File: config.mk
export PLATFORM = sky130hd
export DESIGN_NAME = adder_pipe
export DESIGN_NICKNAME = d
export VERILOG_FILES = /design/src/rtl/adder_pkg.sv /design/src/rtl/adder_seg.sv /design/src/rtl/adder_pipe.sv
export SDC_FILE = /design/constraint.sdc
export NUM_CORES = 1
export LEC_CHECK = 0
export BUFFER_PORTS_ARGS = -buffer_cell sky130_fd_sc_hd__buf_2
export CELL_PAD_IN_SITES_DETAIL_PLACEMENT = 1
export CELL_PAD_IN_SITES_GLOBAL_PLACEMENT = 1
export CORE_MARGIN = 3
export CORE_UTILIZATION = 50
export DETAILED_ROUTE_END_ITERATION = 7
export GPL_TIMING_DRIVEN = 0
export PLACE_DENSITY_LB_ADDON = 0.2
export SYNTH_ARGS = -nofsm -noshare
export SYNTH_HDL_FRONTEND = slang
export SYNTH_SLANG_ARGS = --single-unit
File: constraint.sdc
create_clock -name clk -period 3.3 [get_ports clk]
set_input_delay 0.99 -clock clk [delete_from_list [all_inputs] [get_ports clk]]
set_output_delay 0.99 -clock clk [all_outputs]
set_load 0.03 [all_outputs]
File: src/rtl/adder_pkg.sv
// Shared constants and helpers for the segmented pipelined adder.
package adder_pkg;

    localparam int DEF_WIDTH = 16;
    localparam int DEF_SEG_W = 4;

    // Number of pipeline stages. This is guarded against seg_w < 1 so the
    // caller's own legality check can report the problem instead of a divide by zero.
    function automatic int nseg(input int width, input int seg_w);
        return (seg_w < 1) ? 1 : width / seg_w;
    endfunction

endpackage

File: src/rtl/adder_seg.sv
// One carry-chain segment: an SEG_W-bit slice adder whose sum, carry and valid are registered.
module adder_seg #(
    parameter int SEG_W = 4
) (
    input  logic             clk,
    input  logic             rst_n,
    input  logic             en,
    input  logic             vin,
    input  logic [SEG_W-1:0] a_seg,
    input  logic [SEG_W-1:0] b_seg,
    input  logic             cin,
    output logic             vout,
    output logic [SEG_W-1:0] sum_seg,
    output logic             cout
);

    logic [SEG_W:0]   total;
    logic             valid_reg;
    logic [SEG_W-1:0] sum_reg;
    logic             carry_reg;

    assign total = {1'b0, a_seg} + {1'b0, b_seg} + {{SEG_W{1'b0}}, cin};

    // The valid flag follows the stall enable. Data only changes when a real
    // transaction arrives, so bubbles never disturb the visible result.
    always_ff @(posedge clk or negedge rst_n) begin
        if (!rst_n) begin
            valid_reg <= 1'b0;
            sum_reg   <= '0;
            carry_reg <= 1'b0;
        end else if (en) begin
            valid_reg <= vin;
            if (vin) begin
                sum_reg   <= total[SEG_W-1:0];
                carry_reg <= total[SEG_W];
            end
        end
    end

    assign vout    = valid_reg;
    assign sum_seg = sum_reg;
    assign cout    = carry_reg;

endmodule

File: src/rtl/adder_pipe.sv
// Pipelined adder. It sums one SEG_W segment per stage and uses valid/ready flow control with bubble collapse.
module adder_pipe
    import adder_pkg::*;
#(
    parameter int WIDTH  = DEF_WIDTH,
    parameter int SEG_W  = DEF_SEG_W,
    parameter int SIGNED = 0
) (
    input  logic             clk,
    input  logic             rst_n,
    input  logic             in_valid,
    output logic             in_ready,
    input  logic [WIDTH-1:0] a,
    input  logic [WIDTH-1:0] b,
    input  logic             ci,
    output logic             out_valid,
    input  logic             out_ready,
    output logic [WIDTH-1:0] sum,
    output logic             co,
    output logic             ovf
);

    localparam int NSEG   = nseg(WIDTH, SEG_W);
    localparam int SEG_OK = (SEG_W < 1) ? 1 : SEG_W;

    if ((SEG_W < 1) || (WIDTH < 1) || ((WIDTH % SEG_OK) != 0)) begin : g_bad_params
        $error("adder_pipe: WIDTH must be a positive multiple of SEG_W");
    end

    // Stage-input buses. Element gi is what stage gi consumes. Element 0 comes
    // from the ports, and element gi+1 is driven by stage gi's registers.
    logic             in_v   [NSEG];
    logic             in_c   [NSEG];
    logic [WIDTH-1:0] in_opa [NSEG];
    logic [WIDTH-1:0] in_opb [NSEG];
    logic [WIDTH-1:0] in_lo  [NSEG];
    logic             en     [NSEG];

    assign in_v[0]   = in_valid;
    assign in_c[0]   = ci;
    assign in_opa[0] = a;
    assign in_opb[0] = b;
    assign in_lo[0]  = '0;

    // Reset forces in_ready low while rst_n is asserted.
    assign in_ready = rst_n && en[0];

    for (genvar gi = 0; gi < NSEG; gi++) begin : g_stage
        localparam int LSB = gi * SEG_W;
        // Operand bits that are still unsummed after this stage.
        localparam logic [WIDTH-1:0] KEEP = {WIDTH{1'b1}} << ((gi + 1) * SEG_W);

        logic             v_q;
        logic             c_q;
        logic [SEG_W-1:0] seg_q;
        logic             down_rdy;
        logic             load;
        logic [WIDTH-1:0] lo_reg;
        logic [WIDTH-1:0] acc_w;

        // The stage loads when it is empty or when its content moves on this edge.
        assign en[gi] = !v_q || down_rdy;
        assign load   = en[gi] && in_v[gi];

        adder_seg #(.SEG_W(SEG_W)) u_seg (
            .clk     (clk),
            .rst_n   (rst_n),
            .en      (en[gi]),
            .vin     (in_v[gi]),
            .a_seg   (in_opa[gi][LSB +: SEG_W]),
            .b_seg   (in_opb[gi][LSB +: SEG_W]),
            .cin     (in_c[gi]),
            .vout    (v_q),
            .sum_seg (seg_q),
            .cout    (c_q)
        );

        // Partial sum bits already produced by earlier stages travel alongside the transaction.
        always_ff @(posedge clk or negedge rst_n) begin
            if (!rst_n) begin
                lo_reg <= '0;
            end else if (load) begin
                lo_reg <= in_lo[gi];
            end
        end

        // Splice this stage's segment into the accumulated sum.
        always_comb begin
            acc_w = lo_reg;
            acc_w[LSB +: SEG_W] = seg_q;
        end

        if (gi < NSEG - 1) begin : g_mid
            logic [WIDTH-1:0] opa_reg;
            logic [WIDTH-1:0] opb_reg;

            // Carry only the operand bits that later stages still have to sum.
            always_ff @(posedge clk or negedge rst_n) begin
                if (!rst_n) begin
                    opa_reg <= '0;
                    opb_reg <= '0;
                end else if (load) begin
                    opa_reg <= in_opa[gi] & KEEP;
                    opb_reg <= in_opb[gi] & KEEP;
                end
            end

            assign down_rdy       = en[gi + 1];
            assign in_v[gi + 1]   = v_q;
            assign in_c[gi + 1]   = c_q;
            assign in_opa[gi + 1] = opa_reg;
            assign in_opb[gi + 1] = opb_reg;
            assign in_lo[gi + 1]  = acc_w;
        end else begin : g_last
            assign down_rdy  = out_ready;
            assign out_valid = v_q;
            assign sum       = acc_w;
            assign co        = c_q;

            if (SIGNED != 0) begin : g_ovf
                logic sa_reg;
                logic sb_reg;

                // Operand sign bits captured next to the top segment feed the overflow check.
                always_ff @(posedge clk or negedge rst_n) begin
                    if (!rst_n) begin
                        sa_reg <= 1'b0;
                        sb_reg <= 1'b0;
                    end else if (load) begin
                        sa_reg <= in_opa[gi][WIDTH-1];
                        sb_reg <= in_opb[gi][WIDTH-1];
                    end
                end

                assign ovf = (sa_reg == sb_reg) && (acc_w[WIDTH-1] != sa_reg);
            end else begin : g_no_ovf
                assign ovf = 1'b0;
            end
        end
    end

endmodule

==> out/metrics.cfg, run 1 <==
[final_layout]
antennaDiodeCount = 0
syn2layout_area_growth_pct = 16.4
nets = 413
final_common_cell = dfrtp_1
utilization_pct = 61.1
stdcell_area_um2 = 4800
layout.cells.most_common_list = 96 x dfrtp_1, 74 x mux2_2, 57 x buf_2
fin_cells = 463
layout-drive-gt1-share_pct = 44.3

[pwr]
clkPwrFrac_pct = 22.9
p_seq_share_pct = 45.4
peakVddDrop_uv = 284
p_switching_mw = 1.33
power_per_cell_area_nw_per_um2 = 831
share_comb_of_total_power_pct = 31.6
p_int_mw = 2.66
p_leak_nw = 2.25
switching_share_pct = 33.3

[floorplanning]
die_x_um = 96.8
initial_core_util_pct = 52.5
rows = 32
die_h_um = 96.8
core_area_um2 = 7850
io_pins = 57
fp.dieArea_um2 = 9370

[clock_tree]
hold_buffers = 0
cts.sinks = 96
cts_buffer_depth = 2
clk_pin_slew_worst_paths_ns = 0.09
post-cts-setup-buffers = 0
cts_root_buf = clkbuf_8
h-tree-depth = 3
cts.repair.resized = 0
clock_latency_ns = 0.36
cts_tree = done
numCtsBuffers = 9

[timing]
hold_viol = 0
timing.hold.ws_ns = 0.489
slew_headroom_pct = 62.4
tightest_slew_ns = 0.563
skew_ns = 0.00764
fmaxAchievable_mhz = 331
setup_viol = 0
final_max_slew_viol_count = 0
finalCritPeriodShare_pct = 91.6
setup_tns_ns = 0
rsz0062_at_grt = no
period_needed_ns = 3.02

[worst_setup_path]
cp-end-kind = primary output
reg2reg_depth = 6
crit_required_ns = 2.31
reg2reg_from = g_stage[2].u_seg.cout
cp_max_fo = 4
cp_common_cell = buf_2
critPathArrivalTime_ns = 2.03
r2r-end = g_stage[3].u_seg.cout
critPathLaunchType = input pin
cp-endpoint = in_ready
r2r_slack_ns = 1.53
cp_slowest_cell = or2_2
setup.worst_path.class = in2out
crit_path_start = out_ready
critical_path.max_stage_delay_ns = 0.33
crit_chain = buf_2, nand4b_2, or2_2, and2_1, buf_2

[route]
wl_per_cell_um = 17.4
vias_per_cell = 5.22
first_iter_violations = 46
dr.pass1.iters = 4
drc = 0
ant_nets = 0
via_count = 2415
routed_wl_mm = 8.06

[job]
drv_cap = 0

[synthesis]
synth_area_um2 = 4120
syn_avg_cell_area_um2 = 14.3
ys_seq_area_share_pct = 58.3
syn_nets = 346
synth_ff_type = dfrtp_1
synth_top_area_share_pct = 58.3
ys_seq_elements = 96
async_flop_share_pct = 100
synth_top_area_cell = dfrtp_1
synth_area_leaders = dfrtp_1 58%, mux2_2 20%, fa_1 3.9%
synth_edf_count = 0
synth_cell_types = 29
netlist_instances = 289
yosysWarningCount = 0

[placement]
io_buffers = 55
dp_cells = 447
gp_congestion = 0.764
placed_area_um2 = 4560
dp_hpwl_mm = 6.10

[min_path]
hp-start = g_stage[3].u_seg.sum_seg[3]
hold_path_class = reg2reg

[global_route]
globalRouteOverflowTotal = 0
grt_max_degree = 56
first_global_vias = 2644
grt_pass1_wl_mm = 13.8
grt_use_total_pct = 18.5
antenna_found_initial = 0

[outcome]
status = finished clean

## stage by stage
| stage | power (mW) | worst slack [ns] |
|---|---|---|
| 6_report | 3.99 | 0.276 |
| 5_1_grt | 4.28 | 0.228 |
| 4_1_cts | 4.04 | 0.264 |
| 3_5_place_dp | 3.12 | 0.280 |
| 3_3_place_gp | 3.00 | -0.786 |
| 2_1_floorplan | 2.68 | 0.512 |
## cell families after synthesis
group / after synthesis / share of synthesized area, %
AOI/OAI and AO/OA: 32 / 4.64
xor gates and xnor gates: 7 / 1.49
adders and majority gates: 20 / 7.53
buffers and inverters: 26 / 3.37
DFF: 96 / 58.3
muxes: 76 / 20.8
other: 1 / 0.0910
and+or+nand+nor: 31 / 3.85
## final cells by class
type | instances | area [um^2]
plain buffers | 11 | 82.6
clock buffers | 9 | 124
clock inverters | 7 | 119
fillers | 806 | 3050
inverters | 15 | 56.3
multi-input cells | 167 | 1580
flip-flops and latches | 96 | 2400
well taps | 102 | 128
repair buffers | 56 | 305
## cells in the mapped netlist, types with 2 or more instances
cell,count
or2_2,2
mux2_1,2
dfrtp_1,96
a21oi_1,7
buf_6,3
nand2_1,18
fa_1,8
a21o_1,5
inv_1,15
ha_1,12
o21ai_0,16
xor2_1,6
mux2_2,74
nand2b_1,3
nor2b_1,3
buf_2,3
buf_4,4
## worst min path at each step
stage,end,slack (ns),cells after the start
2_1_floorplan,g_stage[0].u_seg.sum_seg[2],0.44,2
3_3_place_gp,g_stage[3].u_seg.sum_seg[2],0.46,2
3_5_place_dp,g_stage[2].u_seg.sum_seg[3],0.47,2
4_1_cts,g_stage[2].u_seg.sum_seg[3],0.50,2
5_1_grt,g_stage[3].u_seg.sum_seg[0],0.52,2
6_report,g_stage[3].u_seg.sum_seg[3],0.49,2
## layer usage
| layer | wire [um] | vias up | track usage, % |
|---|---|---|---|
| met5 | 0 | - | 0 |
| met4 | 124 | 0 | 5.51 |
| met3 | 306 | 12 | 3.82 |
| met2 | 3970 | 47 | 30.6 |
| met1 | 3660 | 1248 | 24.7 |
| li1 | - | 1108 | - |
## worst max-delay path, delay by kind of cell
family                 cells  cell delay [ns]
AND/OR/NAND/NOR            3             0.76
buffers and inverters      2             0.29
## power groups by stage
stage / sequential [mW] / combinational [mW] / clock (mW)
after floorplan: 1.95 / 0.730 / 0
after global placement: 1.80 / 1.20 / 0
after detailed placement: 1.84 / 1.28 / 0
after CTS: 1.82 / 1.29 / 0.935
after global routing: 1.87 / 1.42 / 0.989
final: 1.81 / 1.26 / 0.915
No activity file was read; power rests on OpenSTA's default activity.
==> run 2: changes to the inputs <==
--- a/config.mk
+++ b/config.mk
@@ -9,7 +9,7 @@
 export CELL_PAD_IN_SITES_DETAIL_PLACEMENT = 1
 export CELL_PAD_IN_SITES_GLOBAL_PLACEMENT = 1
 export CORE_MARGIN = 3
-export CORE_UTILIZATION = 50
+export CORE_UTILIZATION = 42
 export DETAILED_ROUTE_END_ITERATION = 7
 export GPL_TIMING_DRIVEN = 0
 export PLACE_DENSITY_LB_ADDON = 0.2
==> constraint.sdc (replaced) <==
create_clock -name clk -period 2.56 [get_ports clk]
set_input_delay 0.768 -clock clk [delete_from_list [all_inputs] [get_ports clk]]
set_output_delay 0.768 -clock clk [all_outputs]
set_load 0.03 [all_outputs]
==> out/metrics.cfg, run 2 (synthesis gave the netlist of run 1 again) <==
[route]
vias_per_cell = 4.82  ; was 5.22
via_count = 2367  ; was 2415
drc = 0  ; unchanged
first_iter_violations = 49  ; was 46
routed_wl_mm = 7.69  ; was 8.06 mm
dr.pass1.iters = 2  ; was 4
wl_per_cell_um = 15.7  ; was 17.4 um
ant_nets = 0  ; unchanged

[global_route]
globalRouteOverflowTotal = 0  ; unchanged
first_global_vias = 2530  ; was 2644
grt_use_total_pct = 15.2  ; was 18.5%
grt_max_degree = 46  ; was 56
grt_pass1_wl_mm = 12.9  ; was 13.8 mm
antenna_found_initial = 0  ; unchanged

[pwr]
power_per_cell_area_nw_per_um2 = 1060  ; was 831 nW/um^2
p_leak_nw = 2.30  ; was 2.25 nW
finalPower_mw = 5.22  ; was 3.99 mW
peakVddDrop_uv = 352  ; was 284 uV

[timing]
period_needed_ns = 2.50
setup_slack_ns = 0.0619  ; was 0.276 ns
setup_tns_ns = 0  ; unchanged
final_max_slew_viol_count = 0  ; unchanged
setup_viol = 0  ; unchanged
finalCritPeriodShare_pct = 97.6
hold_viol = 0  ; unchanged
skew_ns = 0.00926  ; was 0.00764 ns
rsz0062_at_grt = no  ; unchanged
fmaxAchievable_mhz = 400

[final_layout]
fin_cells = 491  ; was 463
layout.cells.most_common_list = 96 x dfrtp_1, 74 x mux2_2, 57 x buf_2  ; unchanged
antennaDiodeCount = 0  ; unchanged
syn2layout_area_growth_pct = 19.0  ; was 16.4%
layout-drive-gt1-share_pct = 44.5  ; was 44.3%
final_common_cell = dfrtp_1  ; unchanged
nets = 414  ; was 413
nFillCells = 987  ; was 806

[worst_setup_path]
r2r_slack_ns = 0.80  ; was 1.53 ns
crit_chain = buf_2, nand4b_4, or2_2, and2_1, buf_2  ; was buf_2, nand4b_2, or2_2, and2_1, buf_2
cp_common_cell = buf_2  ; unchanged
cp_max_fo = 4  ; unchanged
crit_family = simple AND/OR/NAND/NOR gates  ; unchanged
setup.worst_path.class = in2out  ; unchanged
r2r-end = g_stage[3].u_seg.cout  ; unchanged
reg2reg_depth = 6  ; unchanged
reg2reg_from = g_stage[2].g_mid.opa_reg[12]  ; was g_stage[2].u_seg.cout
worst-path-buf-inv = 2  ; unchanged
critPathArrivalTime_ns = 1.73  ; was 2.03 ns
cp_slowest_cell = or2_2  ; unchanged
critical_path.max_stage_delay_ns = 0.31  ; was 0.33 ns
crit_required_ns = 1.79  ; was 2.31 ns
cp-end-kind = primary output  ; unchanged
critPathLaunchType = input pin  ; unchanged

[clock_tree]
cts_tree = done  ; unchanged
h-tree-depth = 3  ; unchanged
cts_root_buf = clkbuf_8  ; unchanged
clk_pin_slew_worst_paths_ns = 0.10  ; was 0.09 ns
cts.sinks = 96  ; unchanged
cts_buffer_depth = 2  ; unchanged
numCtsBuffers = 9  ; unchanged
clock_latency_ns = 0.36  ; about the same

[placement]
dp_worst_setup_slack_ns = -0.235  ; was 0.280 ns
dp_cells = 474  ; was 447
io_buffers = 55  ; unchanged
gp_congestion = 0.697  ; was 0.764
dp_hpwl_mm = 5.61  ; was 6.10 mm

[floorplanning]
rows = 35  ; was 32
die_x_um = 105  ; was 96.8 um
initial_core_util_pct = 44.0  ; was 52.5%
core_area_um2 = 9370  ; was 7850 um^2
die_h_um = 105  ; was 96.8 um
fp.dieArea_um2 = 11000  ; was 9370 um^2
io_pins = 57  ; unchanged

[min_path]
hold_path_class = in2async  ; was reg2reg

[outcome]
status = finished clean  ; unchanged

[job]
drv_cap = 0  ; unchanged

==> run 2: cell types whose count changed in the layout (fill, tap and decap cells not counted), sizes merged <==
cell | before | now
bufbuf | 0 | 1
bufinv | 3 | 4
clkinv | 1 | 2
clkinvlp | 2 | 0
==> run 2: final cells by class <==
class / count / area, um^2 / area share, %
repair buffers: 57 / 345 / 7.04
well taps: 129 / 161 / 3.29
flip-flops and latches: 96 / 2400 / 49.0
multi-input cells: 167 / 1590 / 32.4
clock inverters: 7 / 143 / 2.91
clock buffers: 9 / 124 / 2.53
plain buffers: 11 / 82.6 / 1.68
inverters: 15 / 56.3 / 1.15
==> run 2: routing by layer <==
layer	track usage (%)	up-vias	part of all wire (%)
met4	6.19	0	1.7
met3	3.21	10	3.3
met2	24.8	42	48
met5	0	-	0
met1	19.8	1191	47
li1	-	1124	-
==> run 2: metrics by stage <==
| stage | hold slack [ns] | util, % | instance area, um^2 |
|---|---|---|---|
| 6_report | 0.280 | 52.3 | 4900 |
| 5_1_grt | 0.283 | 52.3 | 4900 |
| 4_1_cts | 0.281 | 52.3 | 4900 |
| 3_5_place_dp | 0.466 | 49.0 | 4590 |
| 3_3_place_gp | 0.457 | 48.7 | 4560 |
| 2_1_floorplan | 0.443 | - | 4120 |
==> run 2: power breakdown <==
group,leakage (nW),switching [mW],internal [mW]
Combinational,1.03,0.849,0.761
Sequential,1.13,0.303,2.02
Clock,0.134,0.534,0.751
==> run 2: worst max path at each step <==
| stage | start | endpoint | cells after the start |
|---|---|---|---|
| after floorplan | out_ready | in_ready | 3 |
| after global placement | rst_n | in_ready | 3 |
| after detailed placement | rst_n | in_ready | 4 |
| after CTS | out_ready | in_ready | 5 |
| after global routing | out_ready | in_ready | 5 |
| final | out_ready | in_ready | 5 |
==> run 2: repair_timing <==
action,4_1_cts,5_1_grt
gates resized for setup,3,0
setup buffers,0,0
endpoints found under the setup margin,1,0
hold buffers,0,0
==> run 3: changes to the inputs <==
--- a/config.mk
+++ b/config.mk
@@ -13,6 +13,8 @@
 export DETAILED_ROUTE_END_ITERATION = 7
 export GPL_TIMING_DRIVEN = 0
 export PLACE_DENSITY_LB_ADDON = 0.2
+export RECOVER_POWER = 25
 export SYNTH_ARGS = -nofsm -noshare
 export SYNTH_HDL_FRONTEND = slang
+export SYNTH_HIERARCHICAL = 1
 export SYNTH_SLANG_ARGS = --single-unit
==> out/metrics.cfg, run 3 <==
[synthesis]
ys_seq_area_share_pct = 56.6  ; was 58.3%
synthMuxAreaShare_pct = 20.2  ; was 20.8%
async_flop_share_pct = 100  ; unchanged
synth.most_common_cell = dfrtp_1  ; unchanged
netlist_instances = 306  ; was 289
synth-simple-area-share_pct = 6.69  ; was 3.85%
synth_area_um2 = 4240  ; was 4120 um^2
synth_compound_area_share_pct = 5.22  ; was 4.64%
synth_xor_area_share_pct = 0.825  ; was 1.49%
synth_top_area_share_pct = 56.6  ; was 58.3%
synth_ff_type = dfrtp_1  ; unchanged
synth_cell_types = 27  ; was 29
synth_top_family_by_area = multiplexers  ; unchanged
synth_area_leaders = dfrtp_1 57%, mux2_2 20%, fa_1 3.8%  ; was dfrtp_1 58%, mux2_2 20%, fa_1 3.9%
ys_seq_elements = 96  ; unchanged
synth_common_cells = 96 x dfrtp_1, 76 x mux2_2, 21 x inv_1  ; was 96 x dfrtp_1, 74 x mux2_2, 18 x nand2_1
yosysWarningCount = 6  ; was 0
synth_top_area_cell = dfrtp_1  ; unchanged
syn_avg_cell_area_um2 = 13.9  ; was 14.3 um^2
syn_nets = 363  ; was 346
synth_edf_count = 0  ; unchanged
synth-adder-area-share_pct = 7.31  ; was 7.53%

[timing]
slew_headroom_pct = 19.5
tightest_slew_ns = 1.21
hold_viol = 0  ; unchanged
rsz0062_at_grt = no  ; unchanged
setup_viol = 0  ; unchanged
period_needed_ns = 2.46  ; was 2.50 ns
finalCritPeriodShare_pct = 96.3  ; was 97.6%
skew_ns = 0.00951  ; was 0.00926 ns
fmaxAchievable_mhz = 406  ; was 400 MHz
timing.hold.ws_ns = 0.327  ; was 0.280 ns
final_max_slew_viol_count = 0  ; unchanged

[pwr]
peakVddDrop_uv = 340  ; was 352 uV
clkPwrFrac_pct = 21.7  ; was 24.6%
finalPower_mw = 4.86  ; was 5.22 mW
p_leak_nw = 2.28  ; was 2.30 nW
p_switching_mw = 1.62  ; was 1.69 mW
power_per_cell_area_nw_per_um2 = 988  ; was 1060 nW/um^2
switching_share_pct = 33.4  ; was 32.3%
share_comb_of_total_power_pct = 31.5  ; was 30.8%
p_int_mw = 3.24  ; was 3.54 mW
p_seq_share_pct = 46.7  ; was 44.6%

[worst_setup_path]
reg2reg_from = g_stage[2].u_seg/vout  ; was g_stage[2].g_mid.opa_reg[12]
r2r_slack_ns = 0.72  ; was 0.80 ns
critPathLaunchType = input pin  ; unchanged
cp_max_fo = 6  ; was 4
setup.worst_path.class = in2out  ; unchanged
critPathArrivalTime_ns = 1.70  ; was 1.73 ns
crit_required_ns = 1.79  ; about the same
r2r-end = g_stage[0].g_mid.opa_reg[11]  ; was g_stage[3].u_seg.cout
reg2reg_depth = 5  ; was 6
cp-end-kind = primary output  ; unchanged

[final_layout]
antennaDiodeCount = 0  ; unchanged
syn2layout_area_growth_pct = 15.9  ; was 19.0%
nets = 431  ; was 414
layout-drive-gt1-share_pct = 44.1  ; was 44.5%
layout.cells.most_common_list = 95 x dfrtp_1, 76 x mux2_2, 57 x buf_2  ; was 96 x dfrtp_1, 74 x mux2_2, 57 x buf_2
utilization_pct = 50.1  ; was 52.3%
final_common_cell = dfrtp_1  ; unchanged
nFillCells = 1058  ; was 987

[route]
dr.pass1.iters = 6  ; was 2
wl_per_cell_um = 15.7  ; about the same
drc = 0  ; unchanged
ant_nets = 0  ; unchanged
first_iter_violations = 76  ; was 49
via_count = 2551  ; was 2367
routed_wl_mm = 8.05  ; was 7.69 mm
vias_per_cell = 4.98  ; was 4.82

[floorplanning]
die_h_um = 107  ; was 105 um
rows = 36  ; was 35
initial_core_util_pct = 43.2  ; was 44.0%
io_pins = 57  ; unchanged
core_area_um2 = 9820  ; was 9370 um^2
fp.dieArea_um2 = 11300  ; was 11000 um^2
die_x_um = 107  ; was 105 um

[global_route]
grt_pass1_wl_mm = 13.4  ; was 12.9 mm
antenna_found_initial = 0  ; unchanged
grt_max_degree = 50  ; was 46
first_global_vias = 2686  ; was 2530
grt_use_total_pct = 15.3  ; was 15.2%
globalRouteOverflowTotal = 0  ; unchanged

[clock_tree]
hold_buffers = 0  ; unchanged
cts_tree = done  ; unchanged
cts_buffer_depth = 2  ; unchanged
cts.sinks = 96  ; unchanged
cts_root_buf = clkbuf_8  ; unchanged
clock_latency_ns = 0.35  ; was 0.36 ns
h-tree-depth = 3  ; unchanged
numCtsBuffers = 9  ; unchanged
clk_pin_slew_worst_paths_ns = 0.09  ; was 0.10 ns

[outcome]
status = finished clean  ; unchanged

[placement]
dp_hpwl_mm = 6.07  ; was 5.61 mm
io_buffers = 55  ; unchanged
gp_congestion = 0.719  ; was 0.697

[job]
drv_cap = 0  ; unchanged

[min_path]
hold_path_class = in2async  ; unchanged

run 3: cell types whose count changed after synthesis, sizes merged, moves of 2 or more:
cell    before  now
a21o         5    0
or3          0    4
inv         15   21
a221oi       0    4
nor2         0    4
buf         10    7
nand2b       3    1
xor2         6    4
and4b        0    8
o211ai       0    4
a21oi        7   12
run 3: routing by layer:
metal	share of wire (%)	vias up	track usage (%)	routed length, um
met5	0	-	0	0
met4	1.4	0	5.21	110
met3	3.4	8	3.28	277
met2	50	38	25.7	4050
met1	45	1292	19.8	3610
li1	-	1213	-	-
run 3: per-stage QoR:
stage / instance area, um^2 / std cells / TNS (ns) / setup slack, ns
finish: 4920 / 512 / 0 / 0.0951
global route: 4920 / 512 / 0 / 0.0378
CTS: 4940 / 512 / 0 / 0.0548
detailed placement: 4720 / 495 / -0.101 / -0.101
global placement: 4690 / 494 / -24.81 / -1.12
floorplan: 4240 / 306 / 0 / 0.196
run 3: cell type report:
class                      count  area [um^2]  share of cell area [%]
inverter                      21         78.8                    1.60
clock buffer                  11          131                    2.67
timing repair buffer          57          294                    5.98
clock inverter                 5         81.3                    1.65
tap                          133          166                    3.38
sequential                    96         2400                    48.8
buffer                         7         52.6                    1.07
multi-input combinational    182         1710                    34.8
run 3: timing repair:
item	4_1_cts	5_1_grt
pin swaps	0	0
gates resized for setup	2	1
setup endpoints to repair	1	1
hold endpoints to repair	0	0
setup buffers	1	0
run 3: cells by family after synthesis:
group / after synthesis
flops: 96
mux: 76
simple gates: 44
compound gates: 37
buf+inv: 28
fa+ha+maj: 20
xor+xnor: 4
other cells: 1
run 3: power groups by stage:
stage          registers [mW]  clock network (mW)  logic, mW
2_1_floorplan            2.49                   0      0.871
3_3_place_gp             2.28                   0       1.50
3_5_place_dp             2.31                   0       1.56
4_1_cts                  2.28                1.10       1.57
5_1_grt                  2.35                1.17       1.71
6_report                 2.27                1.06       1.53
run 3: worst max path at each step:
stage	from	to	slack (ns)	depth (start not counted)
after floorplan	out_ready	in_ready	0.20	3
after CTS	rst_n	in_ready	0.05	3
after global placement	rst_n	in_ready	-1.12	3
after global routing	g_stage[2].u_seg/vout	in_ready	0.04	4
final	out_ready	in_ready	0.1	5
after detailed placement	out_ready	in_ready	-0.10	5
run 3: critical path, cell delays in order:
cell	delay, ns
buf_2	0.11
nand4b_4	0.20
or2_4	0.29
and2_1	0.15
buf_2	0.17
